`src/rtl/seq_divider_pkg.sv`:
```
// Shared types and default widths for the sequential restoring divider.
package seq_divider_pkg;

  typedef enum logic [1:0] {
    IDLE = 2'd0,
    RUN  = 2'd1,
    DONE = 2'd2
  } state_t;

  localparam int DW_DEF = 8;
  localparam int VW_DEF = 4;
  localparam int CNT_W  = $clog2(DW_DEF);

endpackage

```
`src/rtl/seq_divider_step.sv`:
```
// One restoring-division iteration: shift in the next dividend bit, trial-subtract the divisor.
module seq_divider_step
  import seq_divider_pkg::*;
#(
  parameter int VW = VW_DEF
) (
  input  logic [VW:0]   r,
  input  logic          q_msb,
  input  logic [VW-1:0] d,
  output logic [VW:0]   r_next,
  output logic          q_bit
);

  logic [VW:0] t;
  logic [VW:0] d_ext;

  // The partial remainder is always below the divisor, so its top bit is zero here.
  logic unused_r_msb;
  assign unused_r_msb = r[VW];

  assign t     = {r[VW-1:0], q_msb};
  assign d_ext = {1'b0, d};

  always_comb begin
    r_next = t;
    q_bit  = 1'b0;
    if (t >= d_ext) begin
      r_next = t - d_ext;
      q_bit  = 1'b1;
    end
  end

endmodule

```
`src/rtl/seq_divider.sv`:
```
// Iterative restoring divider, one quotient bit per clock, with registered results.
module seq_divider
  import seq_divider_pkg::*;
#(
  parameter int DW = DW_DEF,
  parameter int VW = VW_DEF
) (
  input  logic          clk,
  input  logic          rst,
  input  logic          start,
  input  logic [DW-1:0] dividend,
  input  logic [VW-1:0] divisor,
  output logic          busy,
  output logic          done,
  output logic [DW-1:0] quotient,
  output logic [VW-1:0] remainder,
  output logic          div_by_zero
);

  localparam int CW = (DW > 1) ? $clog2(DW) : 1;

  state_t        state;
  logic [DW-1:0] q;
  logic [VW:0]   r;
  logic [VW-1:0] d;
  logic [CW-1:0] cnt;

  logic [VW:0]   r_next;
  logic          q_bit;
  logic [DW-1:0] q_next;

  seq_divider_step #(.VW(VW)) u_step (
    .r      (r),
    .q_msb  (q[DW-1]),
    .d      (d),
    .r_next (r_next),
    .q_bit  (q_bit)
  );

  assign q_next = {q[DW-2:0], q_bit};

  // Results are loaded on the edge that enters DONE so they are valid alongside the done pulse.
  always_ff @(posedge clk) begin
    if (rst) begin
      state       <= IDLE;
      q           <= '0;
      r           <= '0;
      d           <= '0;
      cnt         <= '0;
      busy        <= 1'b0;
      done        <= 1'b0;
      quotient    <= '0;
      remainder   <= '0;
      div_by_zero <= 1'b0;
    end else begin
      case (state)
        IDLE: begin
          done <= 1'b0;
          if (start) begin
            if (divisor != '0) begin
              q     <= dividend;
              r     <= '0;
              d     <= divisor;
              cnt   <= CW'(DW - 1);
              busy  <= 1'b1;
              state <= RUN;
            end else begin
              quotient    <= '1;
              remainder   <= '0;
              div_by_zero <= 1'b1;
              done        <= 1'b1;
              state       <= DONE;
            end
          end
        end
        RUN: begin
          q <= q_next;
          r <= r_next;
          if (cnt == '0) begin
            busy        <= 1'b0;
            done        <= 1'b1;
            quotient    <= q_next;
            remainder   <= r_next[VW-1:0];
            div_by_zero <= 1'b0;
            state       <= DONE;
          end else begin
            cnt <= cnt - 1'b1;
          end
        end
        DONE: begin
          done  <= 1'b0;
          state <= IDLE;
        end
        default: begin
          state <= IDLE;
        end
      endcase
    end
  end

endmodule
```
`config.mk`:
```
export PLATFORM = sky130hd
export DESIGN_NAME = seq_divider
export DESIGN_NICKNAME = d
export VERILOG_FILES = /design/src/rtl/seq_divider_pkg.sv /design/src/rtl/seq_divider_step.sv /design/src/rtl/seq_divider.sv
export SDC_FILE = /design/constraint.sdc
export NUM_CORES = 1
export LEC_CHECK = 0
export BUFFER_PORTS_ARGS = -buffer_cell sky130_fd_sc_hd__buf_2
export CAP_MARGIN = 20
export CORE_UTILIZATION = 60
export DETAILED_ROUTE_END_ITERATION = 7
export PLACE_DENSITY = 0.89
export SLEW_MARGIN = 20
export SYNTH_ARGS = -nofsm -noshare
export SYNTH_HDL_FRONTEND = slang
export SYNTH_HIERARCHICAL = 1
export SYNTH_SLANG_ARGS = --single-unit
```
`constraint.sdc`:
```
create_clock -name clk -period 4.72 [get_ports clk]
set_input_delay 0.236 -clock clk [delete_from_list [all_inputs] [get_ports clk]]
set_output_delay 0.236 -clock clk [all_outputs]
set_load 0.01 [all_outputs]
```
==> qor.csv, run 1 <==
metric;value;unit
Hold Slack;0.170;ns
post-detail-place hpwl;2810;um
Top delay family on crit path;compound AO/OA/AOI/OAI gates;
CTS clk-pin slew, worst paths;0.11;ns
Antenna Diode Count;0;
dpl ws;2.69;ns
nets@finish;246;
Reg2Reg Depth;5;
critical path capture point type;register;
FF-to-FF End;quotient[7];
Critical Path RT;5.01;ns
Worst path slowest cell;a21boi_2;
failing checks;design-rule violations;
die extent in y;56.8;um
Resized Gates After CTS;0;
Startpoint Class;register;
vias;1531;
RSZ-0062 raised after global routing;no;
Pre-antenna DRT Iters;6;
Setup TNS;0;ns
clock buffer count from CTS;5;
Power Dens Cells;427;nW/um2
Final Critical Period;2.10;ns
Setup WS post-layout;2.62;ns
highest routed layer;met4;
routed vias/inst;6.08;
hold endpoint;d[3];
I/O Buffers;29;
total gr overflow;0;
WL met1;1800;um
H-tree level count;2;
1st-iter DRT viols;69;
Synth Net Count;220;
Final Skew;0.0124;ns
starting density of the core;64.1;%
Hold Path Class;input pin to register;
Max Freq;477;MHz
Slew Viols, Final;0;
routed wire length;3900;um
Clock Tree Buf Depth;2;
core area;2810;um2
max-capacitance violation count;0;
final worst path period share;44.5;%
DRC viols;4;
cts hold-fix bufs;0;
Worst Tran Pin Value;0.637;ns
worst-path fanout max;13;
Buf/Inv on CP;1;
CP Cell Sequence;inv_1, ha_1, a22oi_2, a21boi_2, o221a_2;
CTS tree;yes;
Placed Instance Area;1940;um2
initial antenna violation count;0;
vias in the first global route;1420;
status;finished, violations left;
Rows;19;
reg-to-reg startpoint;state[1];
synthesized netlist cell count;194;
antenna viol nets, final;0;
die area;3220;um2
io pins;30;
final instance area;1990;um2
Post-CTS Setup Inserts;0;
CP Class;register to register;
CP arrival;2.39;ns
die width;56.8;um
Syn. warnings;6;
clock sinks;36;
first-pass GRT wire length;6440;um
dpl cells;244;
non-filler cells, final;252;
met3 WL;124;um
worst hold path depth;3;
maximum VDD drop;256;uV
Routed WL per cell;15.5;um
Root Buffer Master;clkbuf_4;
met2 WL;1870;um
Layout area overhead;10.8;%
pin count of the biggest net entering global routing;26;
ratio of cells with drive above 1 in the final layout;25.8;%
Slew headroom;57.5;%
Avg Inst Size Synth;9.27;um2
# setup viols final;0;
crit-path max cell delay;0.56;ns
Reg2Reg Setup Slack;2.62;ns
gr usage total;26.3;%
Placer Congestion;0.795;
Synth Cell Area;1800;um2
clk_lat worst skew;0.34;ns
worst min-delay path startpoint;divisor[3];
Leak;0.000839;uW
Final Hold Fails;0;
[through the flow]
step                      power, uW  utilization, %
after global routing            901            71.1
after CTS                       849            71.1
after detailed placement        690            69.1
after global placement          677            69.1
after floorplan                 620               -
final                           851            71.1
[sequential cells by signal, indices dropped and copies added, names as in the netlist]
name and flops:
quotient 8, cnt 3, remainder 4, done 1, state 2, div_by_zero 1, d 4, q 8
r 4, busy 1
[area by class of cell]
class                   count  area, um2
clock buffers               5       37.5
clock inverters             3       18.8
well taps                  31       38.8
inverters                  18       67.6
multi-input cells         130        966
fillers                   229        811
repair buffers             29        145
flip-flops and latches     36        721
[worst reg2reg max path, cell delays in order, from the launching register on]
cell,delay [ns]
dfxtp_1,0.38
inv_1,0.09
ha_1,0.41
a22oi_2,0.34
a21boi_2,0.56
o221a_2,0.29
[worst max-delay path by stage]
stage / from / end / slack [ns] / cells after the start
3_3_place_gp: state[1] / quotient[5] / 2.76 / 5
4_1_cts: state[1] / quotient[7] / 2.66 / 5
5_1_grt: state[1] / quotient[3] / 2.50 / 5
2_1_floorplan: d[2] / r[2] / 3.04 / 8
3_5_place_dp: state[1] / quotient[7] / 2.69 / 5
6_report: state[1] / quotient[7] / 2.62 / 5
[cell usage in the layout (no fill, tap or decap), types with 2 or more instances in the layout]
cell,instances
clkbuf_4,5
mux2i_1,10
inv_1,18
o21ai_2,3
o21ai_0,4
o221a_2,8
nand2b_1,4
dfxtp_1,36
ha_1,10
nand2_1,15
nor3_1,4
a21oi_1,12
nor2b_1,2
a211oi_1,8
and4_1,2
o32ai_1,4
nor2_1,20
a32oi_1,4
a31oi_1,2
clkinv_2,2
buf_2,29
[report_power, final]
group / internal [uW] / total, uW / switching, uW
sequential: 347 / 380 / 32.8
combinational: 126 / 310 / 185
clock: 57.2 / 161 / 104
[per-layer routing]
| layer | GRT usage, % | vias up |
|---|---|---|
| met5 | 0 | - |
| li1 | - | 747 |
| met2 | 41.8 | 37 |
| met4 | 13.9 | 0 |
| met1 | 33.7 | 735 |
| met3 | 5.07 | 12 |
No activity file was read; power rests on OpenSTA's default activity.
==> run 2, diff against run 1 <==
CORE_UTILIZATION = 50   (was 60)
PLACE_DENSITY = 0.8   (was 0.89)
clock period = 1.75 ns   (was 4.72 ns; I/O delays follow)
==> qor.csv, run 2 (synthesis results as in run 1) <==
metric;value;unit;change
critical path capture point type;register;;
Worst Tran Pin Value;0.589;ns;-0.0483 ns
Final Skew;0.00727;ns;-0.00513 ns
nets@finish;264;;+7.3%
I/O Buffers;29;;unchanged
Slew headroom;60.6;%;+3.1 points
worst min-delay path startpoint;divisor[1];;
final core area utilization;66.9;%;-4.2 points
routed wire length;4240;um;+8.9%
Net Sw Power;941;uW;+190%
commonest non-fill, non-tap cell in the layout;dfxtp_1;;
non-filler cells, final;285;;+13%
final worst path period share;97.6;%;+53 points
die extent in y;62.0;um;+9.2%
Pre-antenna DRT Iters;5;;-1
Comb pwr share;42.6;%;+6.1 points
CP arrival;1.97;ns;-0.42 ns
worst-path fanout max;4;;-9
max-capacitance violation count;0;;unchanged
largest registers;q x8, quotient x8;;
starting density of the core;53.1;%;-11 points
Routed WL per cell;14.9;um;-3.7%
CTS tree;yes;;
met3 WL;186;um;+50%
internal power;1590;uW;+200%
Hold Path Class;input pin to register;;
Reg2Reg Setup Slack;0.04;ns;-2.58 ns
clk_lat worst skew;0.33;ns;about the same
H-tree level count;2;;unchanged
initial antenna violation count;0;;unchanged
Placer Congestion;0.857;;+7.8%
Rows;21;;+2
status;finished, final reports clean;;
CTS clk-pin slew, worst paths;0.11;ns;about the same
die area;3840;um2;+19%
core area;3390;um2;+21%
Net Sw Frac;37.1;%;-0.64 points
Setup WS post-layout;0.0428;ns;-2.58 ns
clock sinks;36;;unchanged
clock buffer count from CTS;5;;unchanged
dpl cells;274;;+12%
Final Critical Period;1.71;ns;-0.391 ns
Antenna Diode Count;0;;unchanged
1st-iter DRT viols;104;;+51%
Power Dens Cells;1120;nW/um2;+160%
Clock Tree Buf Depth;2;;unchanged
CP Class;register to register;;
routed vias/inst;5.68;;-6.6%
die width;62.0;um;+9.2%
met2 WL;2210;um;+18%
WL met1;1780;um;-1.1%
worst hold path depth;3;;unchanged
ratio of cells with drive above 1 in the final layout;39.3;%;+14 points
commonest cells after routing, fill and taps aside;dfxtp_1, buf_2, nor2_1;;
antenna viol nets, final;0;;unchanged
first-pass GRT wire length;6350;um;-1.4%
Fill cells;266;;+16%
Leak;0.000938;uW;+12%
pin count of the biggest net entering global routing;25;;-3.8%
maximum VDD drop;602;uV;+130%
Flop pwr share;40.0;%;-4.6 points
Startpoint Class;register;;
DRC viols;0;;-4
reg-to-reg startpoint;d[2];;
FF-to-FF End;r[1];;
highest routed layer;met4;;
Final Hold Fails;0;;unchanged
Slew Viols, Final;0;;unchanged
Clock power frac;17.4;%;-1.5 points
Reg2Reg Depth;8;;+3
gr usage total;22.7;%;-3.7 points
total gr overflow;0;;unchanged
dpl ws;-0.0214;ns;-2.71 ns
vias;1618;;+5.7%
Max Freq;586;MHz;+23%
Root Buffer Master;clkbuf_4;;
Critical Path RT;2.02;ns;-2.99 ns
hold endpoint;d[1];;
Layout area overhead;25.9;%;
io pins;30;;unchanged
# setup viols final;0;;unchanged
post-detail-place hpwl;2880;um;+2.5%
vias in the first global route;1443;;+1.6%
==> run 2: cell count changes in the layout (fill, tap and decap cells not counted), moves of 4 or more <==
cell	change
dfxtp_2	+5
buf_4	+15
dfxtp_1	-5
ha_1	-6
ha_4	+4
==> run 2: worst max-delay path, cell delays in order (launching register included) <==
cell and delay (ns):
dfxtp_1 0.35, inv_1 0.07, ha_4 0.23, nand4_1 0.11, nand2_2 0.09, nor2_4 0.19, mux2i_2 0.30, a32oi_1 0.16
nor2_1 0.14
==> run 2: power by group through the flow <==
stage                     clock [uW]  sequential (uW)  combinational [uW]
after floorplan                    0             1030                 642
after global placement             0             1020                 910
after detailed placement           0             1020                 937
after CTS                        456             1010                 968
after global routing             485             1030                1170
final                            441             1010                1080
==> run 2: final cells by class <==
type / instances / area (um2) / area share [%]
flip-flops and latches: 36 / 727 / 32.1
repair buffers: 46 / 289 / 12.8
well taps: 46 / 57.6 / 2.54
inverters: 18 / 67.6 / 2.98
clock buffers: 5 / 37.5 / 1.66
clock inverters: 3 / 18.8 / 0.828
multi-input cells: 131 / 1070 / 47.2
==> run 2: how the worst max path moves through the flow <==
stage	startpoint	endpoint	slack, ns
floorplan	d[2]	r[2]	0.07
global placement	q[7]	r[2]	0.03
detailed placement	d[2]	r[2]	-0.02
CTS	q[7]	r[2]	0.03
global route	d[1]	r[2]	-0.01
finish	d[2]	r[1]	0.04
==> run 2: repair_timing <==
| item | in CTS | in global routing |
|---|---|---|
| hold buffers | 0 | 0 |
| gates cloned | 0 | 1 |
| buffers inserted | 1 | 1 |
| gates resized for setup | 3 | 19 |
| pin swaps | 1 | 6 |
| endpoints found under the setup margin | 3 | 20 |
==> run 2: through the flow <==
stage	area (um2)	hold slack, ns	total power [uW]	TNS (ns)
floorplan	1800	0.223	1670	0
global placement	2080	0.373	1930	0
detailed placement	2080	0.383	1960	-0.0214
CTS	2170	0.0147	2430	0
global route	2270	0.00194	2680	-0.0236
finish	2270	0.0210	2530	0
==> run 2: routing by layer <==
layer | GRT usage, % | up-vias
met3 | 6.63 | 8
met2 | 38.6 | 39
met5 | 0 | -
met1 | 26.4 | 781
met4 | 9.52 | 0
li1 | - | 790
